## config.mk

```make
export PLATFORM = sky130hd
export DESIGN_NAME = microsequencer
export DESIGN_NICKNAME = d
export VERILOG_FILES = /design/src/rtl/microsequencer.sv
export SDC_FILE = /design/constraint.sdc
export NUM_CORES = 1
export LEC_CHECK = 0
export ABC_AREA = 1
export CORE_ASPECT_RATIO = 0.9
export CORE_MARGIN = 3
export CORE_UTILIZATION = 40
export DETAILED_ROUTE_END_ITERATION = 10
export GPL_TIMING_DRIVEN = 0
export HOLD_SLACK_MARGIN = 0.1
export PLACE_DENSITY = 0.77
export SLEW_MARGIN = 10
export SYNTH_ARGS = -nofsm -noshare
export SYNTH_HDL_FRONTEND = slang
export SYNTH_SLANG_ARGS = --single-unit
```

## constraint.sdc

```tcl
create_clock -name clk -period 1.5 [get_ports clk]
set_input_delay 0.3 -clock clk [delete_from_list [all_inputs] [get_ports clk]]
set_output_delay 0.3 -clock clk [all_outputs]
set_load 0.05 [all_outputs]
```

## src/rtl/microsequencer.sv

```systemverilog
// Next-state engine of the microprogrammed control unit.
// Increment/jump/dispatch/branch/wait/call/return plus wait watchdog and fault report.
module microsequencer #(
  parameter int STATE_W = 7,
  parameter logic [STATE_W-1:0] FAULT_STATE = 7'd127,
  parameter int WAIT_LIMIT = 255
) (
  input  logic               clk,
  input  logic               reset,
  input  logic [2:0]         n_sel,
  input  logic [STATE_W-1:0] cr,
  input  logic [1:0]         cond_sel,
  input  logic               inv,
  input  logic               moc,
  input  logic               cond_flag,
  input  logic [STATE_W-1:0] enc_state,
  input  logic               enc_valid,
  output logic [STATE_W-1:0] current_state,
  output logic               fault,
  output logic [1:0]         fault_code,
  output logic [7:0]         wait_cnt
);

  localparam logic [2:0] N_INC  = 3'd0;
  localparam logic [2:0] N_JMP  = 3'd1;
  localparam logic [2:0] N_DISP = 3'd2;
  localparam logic [2:0] N_BR   = 3'd3;
  localparam logic [2:0] N_WAIT = 3'd4;
  localparam logic [2:0] N_CALL = 3'd5;
  localparam logic [2:0] N_RET  = 3'd6;

  localparam logic [1:0] F_NONE = 2'd0;
  localparam logic [1:0] F_WAIT = 2'd1;
  localparam logic [1:0] F_ILL  = 2'd2;
  localparam logic [1:0] F_RSV  = 2'd3;

  localparam logic [8:0] LIMIT = 9'(WAIT_LIMIT);

  logic [STATE_W-1:0] state_q, state_d;
  logic [STATE_W-1:0] ret_q, ret_d;
  logic [7:0]         cnt_q, cnt_d;
  logic               fault_q, fault_d;
  logic [1:0]         code_q, code_d;

  logic               cond_raw;
  logic               cond;
  logic [STATE_W-1:0] incr;
  logic [8:0]         cnt_inc;
  logic [1:0]         hit;

  always_comb begin
    cond_raw = 1'b0;
    case (cond_sel)
      2'd0:    cond_raw = moc;
      2'd1:    cond_raw = cond_flag;
      2'd2:    cond_raw = 1'b1;
      default: cond_raw = 1'b0;
    endcase
    cond    = cond_raw ^ inv;
    incr    = state_q + 1'b1;
    cnt_inc = {1'b0, cnt_q} + 9'd1;
  end

  always_comb begin
    state_d = incr;
    ret_d   = ret_q;
    cnt_d   = 8'd0;
    hit     = F_NONE;
    case (n_sel)
      N_INC:  state_d = incr;
      N_JMP:  state_d = cr;
      N_DISP: begin
        if (enc_valid) begin
          state_d = enc_state;
        end else begin
          state_d = FAULT_STATE;
          hit     = F_ILL;
        end
      end
      N_BR:   state_d = cond ? cr : incr;
      N_WAIT: begin
        if (cond) begin
          state_d = incr;
        end else if (cnt_inc < LIMIT) begin
          state_d = state_q;
          cnt_d   = cnt_inc[7:0];
        end else begin
          state_d = FAULT_STATE;
          hit     = F_WAIT;
        end
      end
      N_CALL: begin
        ret_d   = incr;
        state_d = cr;
      end
      N_RET:  state_d = ret_q;
      default: begin
        state_d = FAULT_STATE;
        hit     = F_RSV;
      end
    endcase
    // first fault wins; code stays zero until one is seen
    fault_d = fault_q | (hit != F_NONE);
    code_d  = fault_q ? code_q : hit;
  end

  always_ff @(posedge clk) begin
    if (reset) begin
      state_q <= '0;
      ret_q   <= '0;
      cnt_q   <= 8'd0;
      fault_q <= 1'b0;
      code_q  <= F_NONE;
    end else begin
      state_q <= state_d;
      ret_q   <= ret_d;
      cnt_q   <= cnt_d;
      fault_q <= fault_d;
      code_q  <= code_d;
    end
  end

  assign current_state = state_q;
  assign fault         = fault_q;
  assign fault_code    = code_q;
  assign wait_cnt      = cnt_q;

endmodule

```

==> impl_metrics.toml <==
[logic_synthesis]
syn-instance-count = 264
yosysTopAreaCellShare = 0.301
synth_fp_nets = 291
yosys_warnings = 0
synth_edf_count = 0
seq_area_frac_synth = 0.301
avgSynthCellArea_sq_um = 6.30
ys_async_sr_fraction = 0
synth_area_sq_mm = 0.00166
ys_types = 29
yosys-top-cells-area = "dfxtp_1, nand2_1, inv_1, nor2_1, nand3_1"
ys_ff_latch = 25
ys.flop_type = "dfxtp_1"
yosysTopAreaCell = "dfxtp_1"

[floorplanning]
die_y_microns = 67.2
core_area_sq_mm = 0.00386
initial_utilization = 0.431
row_count = 21
ios = 43
dieWidth_microns = 74.0
die_area_sq_mm = 0.00497

[critical_path]
crit_path_end_kind = "flop"
required_ns = 1.70
path_class = "flop to flop"
crit_chain = "ha_4 -> nand2_4 -> nor2_4 -> nand3_1 -> nand2_2 -> nor2_4 -> nand2_4 -> nand4_4 -> nor2_1"
arrival_ns = 1.73
path_max_fanout = 8
slowest_delay_ns = 0.40
startpoint_type = "flop"
slowest_stage = "dfxtp_4"

[power]
p_per_area_mw_per_mm2 = 651
ir_worst_vdd_mv = 0.454
power_leakage_nw = 1.17

[layout]
nFillCells = 351
multiInputGateArea_sq_mm = 0.00118
area_delta_synth_final_pct = 49.6
stdcell_area_sq_mm = 0.00249
final_nets = 355
seq_area_sq_um = 529
layout_commonest_cell = "nand2_1"
diodes = 0
final_cell_mix = "nand2_1, inv_1, nor2_1"
final_layout_size_suffix_gt1_frac = 0.327
final_core_util = 0.644

[sta]
slew_viol_final = 0
rsz0062_at_grt = "true"
tightest_slew_ns = 0.484
fin_skew_ns = 0.00202
timing.final.crit_period_ns = 1.54
setup_ws_ns = -0.0352
setup_viol = 8
clock.fmax_mhz = 651
finalCritPeriodShare = 1.02
holdWs_ns = 0.473
finalHoldViolCount = 0
maxSlewHeadroom = 0.678

[global_routing]
grtUsageTotal = 0.184
grt_pass1_wl_microns = 7070
grt_max_degree = 14
grt-ovfl-total = 0
antenna_found_initial = 0
grt_pass1_vias = 1572

[drt]
dr.pass1.iters = 4
vias = 1827
drtIter0Drc = 112
avgViaCountPerCell = 4.90
drt-wirelength-per-cell_microns = 12.1
drt_wl_total_microns = 4520
antenna_left = 0
drc = 0

[run_status]
violations = "setup timing"
status = "finished, violations left"

[cts]
cts_root_buffer = "clkbuf_8"
clkTransAtPathRegs_ns = 0.09
cts_tree = "built"
h-tree-depth = 1
clock_path_buffers = 2
cts_buffers = 3
cts.sinks = 25
insertion_delay_ns = 0.27

[min_path]
hold_path_class = "flop to flop"

[job]
maxCapViolCount = 0

[placed_design]
place_area_sq_mm = 0.00218
finalWeightedCongestion = 0.926
port_buffers = 42
dp_hpwl_microns = 3290
synthesized netlist by cell type (3+ instances only):
master and count:
nand2_1 68, xor2_1 4, nand3_1 21, nor2_4 4, nor3_1 4, dfxtp_1 25, o21ai_0 18, a21oi_1 9
nand2_2 8, nor2_1 37, inv_1 39, nand4_1 3, nor2_2 4
layer usage:
| layer | track usage | wire length [microns] | up-vias |
|---|---|---|---|
| met5 | 0 | 0 | - |
| met1 | 0.269 | 2150 | 807 |
| met3 | 0.0357 | 259 | 9 |
| met4 | 0.0475 | 74 | 0 |
| met2 | 0.275 | 2030 | 56 |
| li1 | - | - | 955 |
final cells by class:
cell class | instances | share of cell area
tap | 46 | 0.0231
clock buffer | 4 | 0.0181
sequential | 25 | 0.213
multi-input combinational | 197 | 0.476
buffer | 2 | 0.00402
inverter | 40 | 0.0604
timing repair buffer | 59 | 0.206
state kept, by name (all words and copies together) (netlist names):
name           cells
wait_cnt           8
current_state      7
fault              1
fault_code         2
ret_q              7
stage by stage:
stage | TNS [ns] | cells | setup slack, ns | power, mW
after floorplan | -0.000281 | 264 | -0.000281 | 1.02
after global placement | -7.22 | 352 | -0.424 | 1.18
after detailed placement | -8.19 | 352 | -0.483 | 1.19
after CTS | -0.144 | 367 | -0.0603 | 1.60
after global routing | -1.82 | 373 | -0.144 | 1.71
final | -0.180 | 373 | -0.0352 | 1.62
logic make-up (layout without fill, tap and decap cells):
kind of cell	Yosys count	in the layout	share of synthesized area
buffers and inverters	42	105	0.0956
adder cells (fa/ha/maj)	2	2	0.0150
AND/OR/NAND/NOR	156	156	0.450
AO/OA/AOI/OAI	33	33	0.107
XOR/XNOR	6	6	0.0316
flip-flops	25	25	0.301
where the power goes:
group | switching (mW) | internal, mW | leakage [nW]
combinational | 0.294 | 0.186 | 0.933
sequential | 0.0421 | 0.694 | 0.211
clock | 0.212 | 0.190 | 0.0228
total | 0.549 | 1.07 | 1.17
path summary, 6_finish.rpt:
kind	start	slack (ns)	cells past startpoint	to
hold / removal	wait_cnt[0]	0.47	1	wait_cnt[0]
hold reg to reg	wait_cnt[0]	0.47	1	wait_cnt[0]
setup / recovery	wait_cnt[0]	-0.04	9	wait_cnt[2]
setup reg to reg	wait_cnt[0]	-0.04	9	wait_cnt[2]
critical path: cells and delay by family, from the launching register on:
| kind | cells | cell delay [ns] |
|---|---|---|
| adders and majority gates | 1 | 0.18 |
| DFF | 1 | 0.40 |
| and+or+nand+nor | 8 | 0.88 |
timing repair:
action                     in CTS  in global routing
buffers inserted               11                  7
setup endpoints to repair      33                 34
hold endpoints to repair        0                  0
gates resized for setup        55                 45
hold buffers                    0                  0
pin swaps                      16                 21
No activity file was read; power rests on OpenSTA's default activity.
==> RTL change (same flow settings) <==
The parameter `STATE_W` goes from 7 to 14.
--- a/src/rtl/microsequencer.sv
+++ b/src/rtl/microsequencer.sv
@@ -2,5 +2,5 @@
 // Increment/jump/dispatch/branch/wait/call/return plus wait watchdog and fault report.
 module microsequencer #(
-  parameter int STATE_W = 7,
+  parameter int STATE_W = 14,
   parameter logic [STATE_W-1:0] FAULT_STATE = 7'd127,
   parameter int WAIT_LIMIT = 255
Ports: changed (resized cr, current_state and enc_state); port bits go from 43 to 64. No check against the original RTL was run, so the function may have changed too.
==> RTL change against the original RTL <==
- the run still ends with setup timing left
- global-route usage up 4.4 points
- sequential cell count increased by 14
- count of clock-buffer cells in the layout is 4 higher
- worst setup slack got worse by 0.12 ns
- design area is 48% higher
- synthesized area up 43%
- wire length grew 75%
- power increased by 64%
- largest cell class unchanged
==> RTL change: results (changes against the original RTL) <==
Status: finished, violations left
Failing checks: setup timing
Setup_tns: -2.37 ns (-2.19 ns)
Top cells by area, synth: dfxtp_1 33%, nand2_1 17%, inv_1 9.0%
Reg area: 825 um^2 (+56%)
ClkCell Share: 2.76% (+0.95 points)
Fin nets: 522 (+47%)
PortBufs: 63 (+50%)
Dpl hpwl: 5330 um (+62%)
Num rows: 25 (+19%)
Signal inverters: 58 (+45%)
Final Skew: 0.00605 ns (+0.00403 ns)
Post-CTS sizing: 100 (+82%)
Netlist cell types: 30 (+3.4%)
Buffers excl. clock: 99 (+62%)
Multi-In Gates: 278 (+41%)
Global-route wire length before repair: 12600 um (+78%)
DR vias: 2911 (+59%)
Worst setup margin: -0.155 ns (-0.120 ns)
Layout clock buffer count: 8 (+4)
Largest net degree at the start of global routing: 13 (-1)
DR iter-0 viols: 214 (+91%)
Critical Path Fanout Max: 5 (-3)
Fillers: 446 (+27%)
Reg2reg start: current_state[0]
Cell total after placement: 513 (+46%)
Pre-CTS setup slack: -0.588 ns (-0.105 ns)
HP Class: reg -> reg
CP max stage delay: 0.37 ns (-0.03 ns)
Max IR drop VDD: 543 uV (+20%)
Non-clock buffering overhead in the final layout: 23.1% (+2.1 points)
Global Route Usage Sum: 22.8% (+4.4 points)
Setup violations, final: 24 (+16)
GP Congestion: 0.935 (+0.99%)
Postcts setup bufs: 19 (+8)
Post-Syn Area per Cell: 6.19 um^2 (-1.8%)
Seq cells: 39 (+56%)
Dpl cell area: 0.00315 mm^2 (+45%)
Vias in the first global route: 2693 (+71%)
Share of cells above drive strength 1: 28.4% (-4.3 points)
Hold wc startpoint: current_state[13]
Sequential share of the synthesized area: 32.9% (+2.8 points)
Synth top cells by count: 110 x nand2_1, 57 x inv_1, 48 x nor2_1
Synthesized Nets: 424 (+46%)
H-tree Lvls: 2 (+1)
Clock Tree Root: clkbuf_8
WP data arrival: 1.85 ns (+0.12 ns)
DRT Pass-1 Iters: 6 (+2)
Pwr per Cell Area: 723 mW/mm^2 (+11%)
Area of the multi-input gates: 0.00159 mm^2 (+35%)
## RTL change: power by group
part           internal (mW)  switching (mW)
clock                  0.432           0.398
sequential              1.09          0.0569
combinational          0.271           0.411
total                   1.79           0.865
## RTL change: per-layer routing
metal / part of all wire [%] / vias up / global-route usage (%)
met4: 1.9 / 0 / 6.60
met3: 7.3 / 19 / 6.43
li1: - / 1414 / -
met5: 0 / - / 0
met1: 45 / 1344 / 30.3
met2: 46 / 134 / 35.8
## RTL change: worst paths after layout
path	to	slack (ns)	cells past startpoint
max	current_state[6]	-0.16	9
max reg2reg	current_state[6]	-0.16	9
min	current_state[13]	0.50	2
min reg2reg	current_state[13]	0.50	2
## RTL change: worst min-delay path, stage by stage, from the launching register on
cell and delay (ns):
dfxtp_1 0.35, nand2_2 0.07, nand2_1 0.04
## RTL change: kinds of logic after synthesis
logic type,share of synthesized area (%)
compound gates,15.0
simple gates,37.0
flops,32.9
fa+ha+maj,1.06
buf+inv,11.1
xor+xnor,2.96
